File: src/rtl/branch_resolve_ctrl.sv
// branch_resolve_ctrl: in-order branch queue matching fetch predictions against execute outcomes
module branch_resolve_ctrl #(
    parameter int DEPTH = 4,
    parameter int PCW   = 32,
    parameter int CNTW  = 16
) (
    input  logic                     clk,
    input  logic                     rst,
    input  logic                     fetch_br_valid,
    input  logic                     fetch_pred_taken,
    input  logic [PCW-1:0]           fetch_alt_pc,
    output logic                     fetch_ready,
    input  logic                     ex_res_valid,
    input  logic                     ex_actual_taken,
    output logic [2:0]               pred_result,
    output logic                     flush,
    output logic [PCW-1:0]           redirect_pc,
    input  logic                     cfg_mode_wr,
    input  logic [1:0]               cfg_mode,
    output logic [1:0]               forcer,
    output logic [$clog2(DEPTH):0]   occupancy,
    output logic [CNTW-1:0]          hit_count,
    output logic [CNTW-1:0]          miss_count,
    output logic                     err_underflow
);
    localparam int AW = $clog2(DEPTH);

    logic [PCW:0]    mem_q [DEPTH];
    logic [AW:0]     wr_q, wr_d, rd_q, rd_d;
    logic [2:0]      pres_q, pres_d;
    logic            flush_q, flush_d;
    logic [PCW-1:0]  redir_q, redir_d;
    logic [CNTW-1:0] hit_q, hit_d, miss_q, miss_d;
    logic            err_q, err_d;
    logic            pend_v_q, pend_v_d;
    logic [1:0]      pend_q, pend_d, forcer_q, forcer_d;
    logic            full, empty, push, res, hit, miss, idle;
    logic [PCW:0]    head;

    // Pointer, result, statistics and mode next-state; a miss empties the queue and drops any same-cycle push
    always_comb begin
        full     = (wr_q[AW] != rd_q[AW]) && (wr_q[AW-1:0] == rd_q[AW-1:0]);
        empty    = wr_q == rd_q;
        push     = fetch_br_valid && !full;
        res      = ex_res_valid && !empty;
        head     = mem_q[rd_q[AW-1:0]];
        hit      = res && (head[PCW] == ex_actual_taken);
        miss     = res && !hit;
        idle     = empty && !fetch_br_valid && !ex_res_valid;
        rd_d     = rd_q + (AW+1)'(res);
        wr_d     = miss ? rd_d : wr_q + (AW+1)'(push);
        pres_d   = {res, res & head[PCW], res & ex_actual_taken};
        flush_d  = miss;
        redir_d  = miss ? head[PCW-1:0] : '0;
        hit_d    = hit_q + CNTW'(hit && !(&hit_q));
        miss_d   = miss_q + CNTW'(miss && !(&miss_q));
        err_d    = err_q | (ex_res_valid && empty);
        pend_v_d = cfg_mode_wr ? 1'b1 : (pend_v_q && !idle);
        pend_d   = cfg_mode_wr ? cfg_mode : pend_q;
        forcer_d = (!cfg_mode_wr && pend_v_q && idle) ? pend_q : forcer_q;
    end

    // Control state with asynchronous active-low reset
    always_ff @(posedge clk or negedge rst) begin
        if (!rst) begin
            wr_q     <= '0;
            rd_q     <= '0;
            pres_q   <= '0;
            flush_q  <= 1'b0;
            redir_q  <= '0;
            hit_q    <= '0;
            miss_q   <= '0;
            err_q    <= 1'b0;
            pend_v_q <= 1'b0;
            pend_q   <= 2'b01;
            forcer_q <= 2'b01;
        end else begin
            wr_q     <= wr_d;
            rd_q     <= rd_d;
            pres_q   <= pres_d;
            flush_q  <= flush_d;
            redir_q  <= redir_d;
            hit_q    <= hit_d;
            miss_q   <= miss_d;
            err_q    <= err_d;
            pend_v_q <= pend_v_d;
            pend_q   <= pend_d;
            forcer_q <= forcer_d;
        end
    end

    // Queue storage; contents are only meaningful between the pointers so it needs no reset
    always_ff @(posedge clk) begin
        if (push && !miss) mem_q[wr_q[AW-1:0]] <= {fetch_pred_taken, fetch_alt_pc};
    end

    assign fetch_ready   = !full;
    assign occupancy     = wr_q - rd_q;
    assign pred_result   = pres_q;
    assign flush         = flush_q;
    assign redirect_pc   = redir_q;
    assign forcer        = forcer_q;
    assign hit_count     = hit_q;
    assign miss_count    = miss_q;
    assign err_underflow = err_q;
endmodule

File: config.mk
export PLATFORM = sky130hd
export DESIGN_NAME = branch_resolve_ctrl
export DESIGN_NICKNAME = d
export VERILOG_FILES = /design/src/rtl/branch_resolve_ctrl.sv
export SDC_FILE = /design/constraint.sdc
export NUM_CORES = 1
export LEC_CHECK = 0
export CORE_UTILIZATION = 40
export DETAILED_ROUTE_END_ITERATION = 6
export PLACE_DENSITY = 0.72
export SETUP_SLACK_MARGIN = 0.2
export SYNTH_ARGS = -nofsm -noshare
export SYNTH_HDL_FRONTEND = slang
export SYNTH_SLANG_ARGS = --single-unit
File: constraint.sdc
create_clock -name clk -period 14.9 [get_ports clk]
set_input_delay 2.235 -clock clk [delete_from_list [all_inputs] [get_ports clk]]
set_output_delay 2.235 -clock clk [all_outputs]
set_load 0.005 [all_outputs]
* Yosys cells after proc, flatten, opt, wreduce, memory -nomap -nowiden
Memories as Yosys holds them, arrays and structs flattened. Cells that the tools add are included.
Cells by class: add/sub/neg operators 5, bitwise gates (word level) 3, equality and inequality tests 4, reduce and logical (&&, ||, !) cells 26, mux-type cells 5
Operators by type and width (count):
- 16-bit by 1-bit adder with 16-bit output | 2
- 32-bit 2-to-1 mux | 1
- 16-bit AND reduction | 2
- 1-bit logical AND | 14
- 1-bit zero test | 10
- 3-bit by 1-bit adder with 3-bit output | 2
- 3-bit == test | 1
- 1-bit 2-to-1 mux | 3
- 3-bit 2-to-1 mux | 1
- 3-bit subtractor | 1
- 1-bit AND | 2
- 2-bit == test | 1
- 1-bit == test | 1
- 1-bit inequality test | 1
- 1-bit bitwise OR | 1
Word-level totals: RAM bits 132, word-level logic and storage cells 55, memories 1, bits in registers 80, input port bits 41, output and inout bits 75
Memory list:
- mem_q | depth 4, bits a word 33, rd ports 1, clocked after memory_dff 0, write ports 1, line 28 | logic [PCW:0] mem_q [DEPTH];

* Longest topological paths before layout
Gate-level depths: netlist of run 1.
word-level depth 10, gate-level depth with buffers 14, gate-level depth less buffers 11

* Worst setup path before layout of run 1
No wires, ideal clock.
kind input -> register, from input ex_res_valid, to memory mem_q[1][0] (netlist bit), enable pin, path slack 8.545 ns, path buffers 1, setup time 0.506 ns, arrival 5.849 ns, required time 14.394 ns, cell stages on the path 4, cells stage by stage o21ai_0 -> nor2_2 -> buf_6 -> nor4_1
Between the ends: cells in the longest elaborated chain, start to end 8
Ends and longest elaborated chain:
- start: declaration | line 13 | input logic ex_res_valid,
- 1-bit logical AND (*) | line 45 | res = ex_res_valid && !empty;
- 1-bit logical AND | line 47 | hit = res && (head[PCW] == ex_actual_taken);
- 1-bit zero test | line 48 | miss = res && !hit;
- 1-bit logical AND (*) | line 48
- 1-bit zero test (*) | line 94 | if (push && !miss) mem_q[wr_q[AW-1:0]] <= {fetch_pred_taken, fetch_alt_pc};
- 1-bit logical AND (*) | line 94
- 1-bit 2-to-1 mux (*) | line 94
- 1-bit 2-to-1 mux (not written as such) (*) | line 94
- end: declaration | line 28
Mark *: on every way between the ends. The rest lies on a longest branch, timed or not.

* Worst setup path after layout of run 1
from register rd_q[0], to output occupancy[1]
Between the ends: cells in the longest elaborated chain, start to end 1
Ends and longest elaborated chain:
- start: declaration | line 29 | logic [AW:0] wr_q, wr_d, rd_q, rd_d;
- start signal: assignment | line 79 | rd_q <= rd_d;
- 3-bit subtractor | line 98 | assign occupancy = wr_q - rd_q;
- end: declaration | line 21 | output logic [$clog2(DEPTH):0] occupancy,
No other way between the ends.

==> results of run 1 <==
-- kinds of logic after synthesis --
logic type               after synthesis  share of synthesized area (%)
flip-flops                           212                           75.2
AND/OR/NAND/NOR                       95                           6.92
multiplexers                          40                           10.5
XOR/XNOR                              33                           3.74
buffers and inverters                 20                           1.20
adder cells (fa/ha/maj)               13                           2.14
AO/OA/AOI/OAI                          4                          0.362
-- flip-flops by register name, summed over array words and instances, names as in the netlist --
name	count
mem_q	132
redirect_pc	32
hit_count	16
miss_count	16
pred_result	3
rd_q	3
wr_q	3
forcer	2
pend_q	2
err_underflow	1
flush	1
pend_v_q	1
-- through the flow --
stage	hold WS, ns	power (uW)	setup slack, ns	utilization, %
6_report	0.467	1940	10.02	52.4
5_1_grt	0.499	2040	9.83	52.4
4_1_cts	0.472	1970	9.93	52.4
3_5_place_dp	0.459	1410	9.62	48.4
3_3_place_gp	0.455	1390	9.70	48.4
2_1_floorplan	0.449	1150	8.55	-
-- path summary, 6_finish.rpt --
path,startpoint,to,cells after the start
worst max-delay path,rd_q[0],occupancy[1],5
worst min register to register,err_underflow,err_underflow,1
min in group asynchronous,rst,hit_count[10],1
worst min-delay path,err_underflow,err_underflow,1
max in group asynchronous,rst,rd_q[0],1
worst max register to register,rd_q[1],miss_count[12],11
-- power by group through the flow --
stage	logic, uW	registers (uW)	clock network, uW
floorplan	298	853	0
global placement	525	867	0
detailed placement	532	875	0
CTS	535	864	574
global route	569	877	598
finish	520	860	563
-- layout by cell type, fill, tap and decap left out, types with 11 or more instances in the layout --
master,n
and2_1,33
clkbuf_16,23
clkdlybuf4s50_1,114
dfrtp_1,76
edfxtp_1,132
ha_1,12
mux4_2,33
nand2_1,11
nand3_1,15
xnor2_1,21
xor2_1,11
-- layer usage --
layer | vias to the layer above | track usage [%]
li1 | 1851 | -
met1 | 2098 | 20.1
met2 | 140 | 25.2
met3 | 20 | 2.82
met4 | 0 | 4.30
met5 | - | 0
-- area by class of cell --
| type | count | share of cell area (%) |
|---|---|---|
| sequential | 212 | 58.6 |
| multi-input combinational | 185 | 18.7 |
| inverter | 8 | 0.295 |
| tap | 265 | 3.25 |
| clock inverter | 18 | 1.87 |
| clock buffer | 24 | 5.68 |
| timing repair buffer | 120 | 11.6 |
==> results_dict.tcl, run 1 <==
set metrics [dict create \
    path_class "flip-flop to primary output" \
    clkSinkCount 212 \
    cts_hold_buf 0 \
    die_area_um2 20400 \
    ant_nets 0 \
    outcome "finished, final reports clean" \
    rrSetupSlack_ns 11.05 \
    syn_area_um2 7940 \
    via_per_inst 4.94 \
    synth_cell_types 32 \
    dp_cells 790 \
    wl_met1_mm 6.36 \
    numCtsBuffers 23 \
    cts_tree "done" \
    synth_edf_count 132 \
    fp.dieW_um 143 \
    p_sw_uw 539 \
    setup_tns_ns 0 \
    place.gp.congestion 0.852 \
    start_kind "flip-flop" \
    fin_skew_ns 0.0207 \
    slowest_stage "buf_4" \
    ys_warn_count 0 \
    powerDensity_nw_per_um2 191 \
    grt_max_degree 81 \
    syn_avg_cell_area_um2 19.0 \
    drv_cap 0 \
    grt_use_total_pct 15.0 \
    ir_worst_vdd_mv 0.101 \
    met3WireLength_um 763 \
    wl_met2_mm 7.26 \
    drt_wl_total_mm 14.7 \
    synth_async_sr_flop_share_pct 37.7 \
    syn_to_final_growth_pct 28.4 \
    grt_pass1_wl_mm 23.2 \
    cts-resized-gates 0 \
    core.rowCount 51 \
    required_ns 12.66 \
    remaining_drc_errors 0 \
    finalCritPeriodShare_pct 32.8 \
    path_cells "buf_4 -> ha_1 -> fa_1 -> inv_1 -> clkdlybuf4s50_1" \
    finalSetupViolCount 0 \
    hold_violations 0 \
    seqCellArea_um2 5970 \
    clkLatencyLatePin_ns 0.53 \
    multi_input_area_um2 1900 \
    cp_num_buf_inv 3 \
    rsz0062_at_grt "no" \
    layout.nets 604 \
    synth.most_common_cell "edfxtp_1" \
    worstMarginPinSlew_ns 1.04 \
    ioPinCount 116 \
    place_area_um2 9420 \
    leakagePower_uw 0.00377 \
    vias 4109 \
    finalInstanceArea_um2 10200 \
    core-area_um2 19500 \
    synth_top_cell_area_share_pct 49.9 \
    clk_pin_slew_ns 0.06 \
    clockRootBuffer "clkbuf_16" \
    insertedDiodeCount 0 \
    synth_area_leaders "edfxtp_1, dfrtp_1, mux4_2, and2_1, xnor2_1" \
    netlist_top_cells_count "edfxtp_1, dfrtp_1, and2_1, mux4_2, xnor2_1" \
    htreeDepth 1 \
    io_buffer_count 115 \
    fmax_mhz 205 \
    pwr-share-seq_pct 44.3 \
    post_drt_wl_per_cell_um 17.7 \
    syn_inst 417 \
    synthesis.nets 471 \
    p_comb_share_pct 26.8 \
    hpwl_mm 8.81 \
    maxSlewViolCount 0 \
    worst-path-max-fanout 35 \
    drt_iter0_markers 199 \
    critical_path.top_delay_family "buffers and inverters" \
    postCtsSetupRepairBufs 0 \
    die_h_um 143 \
    top_layer_used "met4" \
    worstPathArrival_ns 2.65 \
    min_period_ns 4.88 \
    synth-seq-cells 212 \
    intPower_uw 1400 \
    worstHoldPathType "flip-flop to flip-flop" \
    cts_max_path_buffers 3 \
    switching_share_pct 27.8 \
    grt_pass1_vias 4350 \
    initial_core_util_pct 40.8 \
    worstSetupEndpointType "primary output" \
    clkPwrFrac_pct 29.0 \
    seq_area_frac_synth_pct 75.2 \
    synthFlopType "edfxtp_1" \
    drt_pre_antenna_iters 4 \
    antenna_found_initial 0 \
    drive_gt1_share_pct 16.9 \
    crit_path_max_incr_delay_ns 0.55 \
    fill_cells 1569 \
    maxSlewHeadroom_pct 30.5 \
    yosysTopAreaCell "edfxtp_1" \
    fin_cells 832 \
    grt_overflow 0 \
]
(Power assumes the default switching activity.)
==> inputs of run 2 (changes only) <==
PLACE_DENSITY = 0.74   (was 0.72)
clock period = 4.12 ns   (was 14.9 ns; I/O delays follow)
==> run 2 against run 1 <==
Non-clock buffer count grew 2. Via count is essentially flat. Cell area is 0.15% lower. Power rose to 3.6 times the previous value. First-iteration DRC count is 14% lower. Combinational power grew to 3.8 times the previous value. Count of clock-buffer cells in the layout rose by 4. Die area unchanged. Critical path depth grew 2. Register-to-register slack worse by 10 ns. Sequential power rose to 3.6 times the previous value. Worst setup slack got worse by 9.1 ns.
==> results_dict.tcl, run 2 (synthesized netlist as in run 1, its figures left out) <==
set metrics [dict create \
    outcome "finished, final reports clean" \
    post_drt_wl_per_cell_um 17.8 \
    clkSinkCount 212 \
    maxSlewHeadroom_pct 30.4 \
    place.gp.congestion 0.781 \
    path_class "flip-flop to flip-flop" \
    min_period_ns 3.16 \
    clkLatencyLatePin_ns 0.50 \
    syn_to_final_growth_pct 28.2 \
    cp_num_buf_inv 2 \
    worstHoldPathType "primary input to asynchronous set/reset pin" \
    cts-resized-gates 0 \
    worstSetupEndpointType "flip-flop" \
    worst-path-max-fanout 33 \
    remaining_drc_errors 0 \
    clk_pin_slew_ns 0.06 \
    place_area_um2 9470 \
    start_kind "flip-flop" \
    htreeDepth 1 \
    drt_iter0_markers 172 \
    via_per_inst 4.94 \
    largest_reg_flops 132 \
    hold_ws_ns 0.280 \
    utilization_pct 52.3 \
    fin_skew_ns 0.00833 \
    slowest_stage "dfrtp_2" \
    rsz0062_at_grt "no" \
    drt_pre_antenna_iters 4 \
    r2r-end "mem_q[0][28]" \
    worstMarginPinSlew_ns 1.04 \
    worstPathArrival_ns 3.29 \
    drive_gt1_share_pct 15.4 \
    rrSetupSlack_ns 0.96 \
    fp.dieW_um 143 \
    layout.nets 605 \
    clockRootBuffer "clkbuf_16" \
    drv_cap 0 \
    grt_pass1_vias 4274 \
    required_ns 4.25 \
    final_common_cell "edfxtp_1" \
    cts_max_path_buffers 3 \
    r2r_start "rd_q[0]" \
    setup_tns_ns 0 \
    numCtsBuffers 22 \
    ioPinCount 116 \
    final_cell_mix "edfxtp_1, clkdlybuf4s50_1, dfrtp_1" \
    finalSetupViolCount 0 \
    crit_top_cell "buf_4" \
    grt_use_total_pct 14.8 \
    die_h_um 143 \
    leakagePower_uw 0.00377 \
    hold_violations 0 \
    cts_tree "done" \
    vias 4107 \
    hpwl_mm 9.34 \
    cts_hold_buf 0 \
    powerDensity_nw_per_um2 684 \
    maxSlewViolCount 0 \
    finalInstanceArea_um2 10200 \
    postCtsSetupRepairBufs 0 \
    ant_nets 0 \
    die_area_um2 20400 \
    ir_worst_vdd_mv 0.418 \
    critical_path.top_delay_family "buffers and inverters" \
    fmax_mhz 316 \
    crit_path_max_incr_delay_ns 0.62 \
    antenna_found_initial 0 \
    finalCritPeriodShare_pct 76.8 \
    io_buffer_count 115 \
    grt_max_degree 81 \
    initial_core_util_pct 40.8 \
    core.rowCount 51 \
    grt_pass1_wl_mm 22.9 \
    insertedDiodeCount 0 \
    path_cells "ha_1 -> nand2_1 -> o21ai_0 -> nor2_4 -> buf_4 -> nor4_4 -> buf_4" \
    core-area_um2 19500 \
    ff2ff_path_depth 7 \
    drt_wl_total_mm 14.8 \
    grt_overflow 0 \
]
run 2: final cells by class:
class | instances | area (um2)
clock buffer | 28 | 604
clock inverter | 11 | 100
fill | 1555 | 9290
inverter | 8 | 30.0
multi-input combinational | 185 | 1940
sequential | 212 | 5970
tap | 265 | 332
timing repair buffer | 122 | 1200
run 2: power breakdown:
group / switching [uW] / internal, uW
Combinational: 876 / 1090
Clock: 746 / 1160
Sequential: 263 / 2830
Total: 1890 / 5080
run 2: routing by layer:
layer | global-route usage, % | vias up | routed length (um)
met1 | 19.4 | 2118 | 6560
met5 | 0 | - | 0
li1 | - | 1849 | -
met3 | 2.92 | 24 | 726
met4 | 4.30 | 0 | 295
met2 | 25.2 | 116 | 7210
run 2: how the worst max path moves through the flow:
stage / cells past startpoint / slack [ns] / startpoint / to
5_1_grt: 7 / 0.61 / rd_q[0] / mem_q[0][18]
3_5_place_dp: 7 / 0.92 / rd_q[0] / mem_q[3][17]
6_report: 7 / 0.96 / rd_q[0] / mem_q[0][28]
3_3_place_gp: 7 / 0.99 / rd_q[0] / mem_q[0][14]
2_1_floorplan: 9 / -0.20 / rd_q[1] / mem_q[1][0]
4_1_cts: 7 / 0.89 / rd_q[0] / mem_q[3][25]
run 2: per-stage QoR:
step | cells | setup slack [ns] | power [uW]
floorplan | 417 | -0.200 | 4170
global placement | 792 | 0.989 | 5070
detailed placement | 792 | 0.919 | 5150
CTS | 831 | 0.889 | 7070
global route | 831 | 0.614 | 7330
finish | 831 | 0.955 | 6960
==> inputs of run 3 (changes only) <==
PLACE_DENSITY = 0.72   (was 0.74)
clock period = 3.21 ns   (was 4.12 ns; I/O delays follow)
==> run 3 against run 2 <==
Highest routed layer is now met5. Critical path depth down 3. Register-to-register slack lost 0.54 ns. Utilization grew 0.15 points. Critical endpoint is now occupancy[2]. Non-clock buffer count increased by 3. First-iteration DRC count is 51% higher. Largest power group unchanged. Clock skew up 0.011 ns. Count of clock-buffer cells in the layout down 1. Global-route usage rose by 1.3 points. Flip-flop and latch count stayed put. Sequential share of layout area down 0.15 points. Clock power grew 24%. Hold slack got worse by 0.14 ns.
==> results_dict.tcl, run 3 (synthesized netlist as in run 1, its figures left out) <==
set metrics [dict create \
    maxSlewHeadroom_pct 32.6 \
    postCtsSetupRepairBufs 0 \
    fill_cells 1552 \
    layout.nets 608 \
    pwr-share-seq_pct 44.2 \
    outcome "finished, final reports clean" \
    ff2ff_path_depth 9 \
    grt_overflow 0 \
    drt_wl_total_mm 15.4 \
    clkLatencyLatePin_ns 0.51 \
    grt_pass1_vias 4475 \
    utilization_pct 52.4 \
    worst-path-max-fanout 5 \
    antenna_found_initial 1 \
    remaining_drc_errors 0 \
    drt_pre_antenna_iters 4 \
    grt_use_total_pct 16.2 \
    final_common_cell "edfxtp_1" \
    seqCellArea_um2 5970 \
    fin_skew_ns 0.0189 \
    syn_to_final_growth_pct 28.6 \
    rsz0062_at_grt "no" \
    place.gp.congestion 0.843 \
    place_ws_ns 0.418 \
    drive_gt1_share_pct 17.5 \
    intPower_uw 6440 \
    largest_reg_flops 132 \
    grt_max_degree 81 \
    path_class "flip-flop to primary output" \
    post_drt_wl_per_cell_um 18.4 \
    finalSetupViolCount 0 \
    worstPathArrival_ns 2.43 \
    fin_ws_ns 0.297 \
    cts_tree "done" \
    multi_input_area_um2 1960 \
    ioPinCount 116 \
    p_comb_share_pct 29.5 \
    core-area_um2 19500 \
    fmax_mhz 343 \
    insertedDiodeCount 0 \
    required_ns 2.73 \
    core.rowCount 51 \
    worstSetupEndpointType "primary output" \
    start_kind "flip-flop" \
    vias 4189 \
    fp.dieW_um 143 \
    numCtsBuffers 22 \
    leakagePower_uw 0.00379 \
    setup_tns_ns 0 \
    ant_nets 0 \
    clkSinkCount 212 \
    via_per_inst 5.02 \
    initial_core_util_pct 40.8 \
    hold_violations 0 \
    drv_cap 0 \
    clkPwrFrac_pct 26.3 \
    rrSetupSlack_ns 0.42 \
    finalCritPeriodShare_pct 90.7 \
    htreeDepth 1 \
    place_area_um2 9530 \
    grt_pass1_wl_mm 24.7 \
    fin_cells 835 \
    switching_share_pct 28.3 \
    io_buffer_count 115 \
    cts_max_path_buffers 3 \
    min_period_ns 2.91 \
    ir_worst_vdd_mv 0.615 \
    dp_cells 795 \
    die_area_um2 20400 \
    worstMarginPinSlew_ns 1.01 \
    p_sw_uw 2540 \
    maxSlewViolCount 0 \
    clk_pin_slew_ns 0.06 \
    finalInstanceArea_um2 10200 \
    die_h_um 143 \
    worstHoldPathType "primary input to asynchronous set/reset pin" \
    hpwl_mm 9.70 \
    cts_hold_buf 0 \
    powerDensity_nw_per_um2 880 \
    clockRootBuffer "clkbuf_16" \
    final_cell_mix "edfxtp_1, clkdlybuf4s50_1, dfrtp_1" \
    drt_iter0_markers 259 \
]
[run 3: changes by cell type in the layout (fill, tap and decap cells not counted), sizes merged]
cell    change
buf         +3
clkinv      +2
bufinv      -1
clkbuf      -1
inv         +1
[run 3: cell type report]
type / instances / share of cell area (%)
clock buffer: 27 / 5.58
clock inverter: 13 / 1.04
inverter: 8 / 0.319
multi-input combinational: 185 / 19.2
sequential: 212 / 58.5
tap: 265 / 3.25
timing repair buffer: 125 / 12.1
[run 3: what timing repair did]
action,4_1_cts,5_1_grt
gates resized for setup,0,1
endpoints found under the setup margin,0,2
hold endpoints to repair,0,0
[run 3: per-layer routing]
metal | part of all wire [%] | global-route usage, % | vias to the layer above
met5 | 0.12 | 0 | -
met4 | 2.2 | 4.36 | 2
met3 | 9.3 | 4.53 | 33
met2 | 48 | 26.2 | 177
met1 | 41 | 21.5 | 2127
li1 | - | - | 1850
[run 3: worst paths after layout]
check | start | end
max | wr_q[1] | occupancy[2]
min reg2reg | err_underflow | err_underflow
max in group asynchronous | rst | rd_q[1]
max reg2reg | rd_q[1] | miss_count[8]
min in group clk | err_underflow | err_underflow
min | rst | miss_count[12]
[run 3: power groups by stage]
stage | combinational (uW) | sequential (uW) | clock (uW)
2_1_floorplan | 1520 | 3940 | 0
3_3_place_gp | 2650 | 3980 | 0
3_5_place_dp | 2700 | 4020 | 0
4_1_cts | 2730 | 3980 | 2430
5_1_grt | 2920 | 4040 | 2540
6_report | 2650 | 3970 | 2360
[run 3: through the flow]
stage	hold WS, ns	total power [uW]
6_report	0.138	8980
2_1_floorplan	0.186	5460
5_1_grt	0.261	9500
3_3_place_gp	0.461	6630
3_5_place_dp	0.453	6720
4_1_cts	0.191	9140
[run 3: worst max-delay path: stages (launching register included)]
cell             delay [ns]
dfrtp_1                0.54
inv_1                  0.22
fa_1                   0.47
xor2_1                 0.15
clkdlybuf4s50_1        0.54
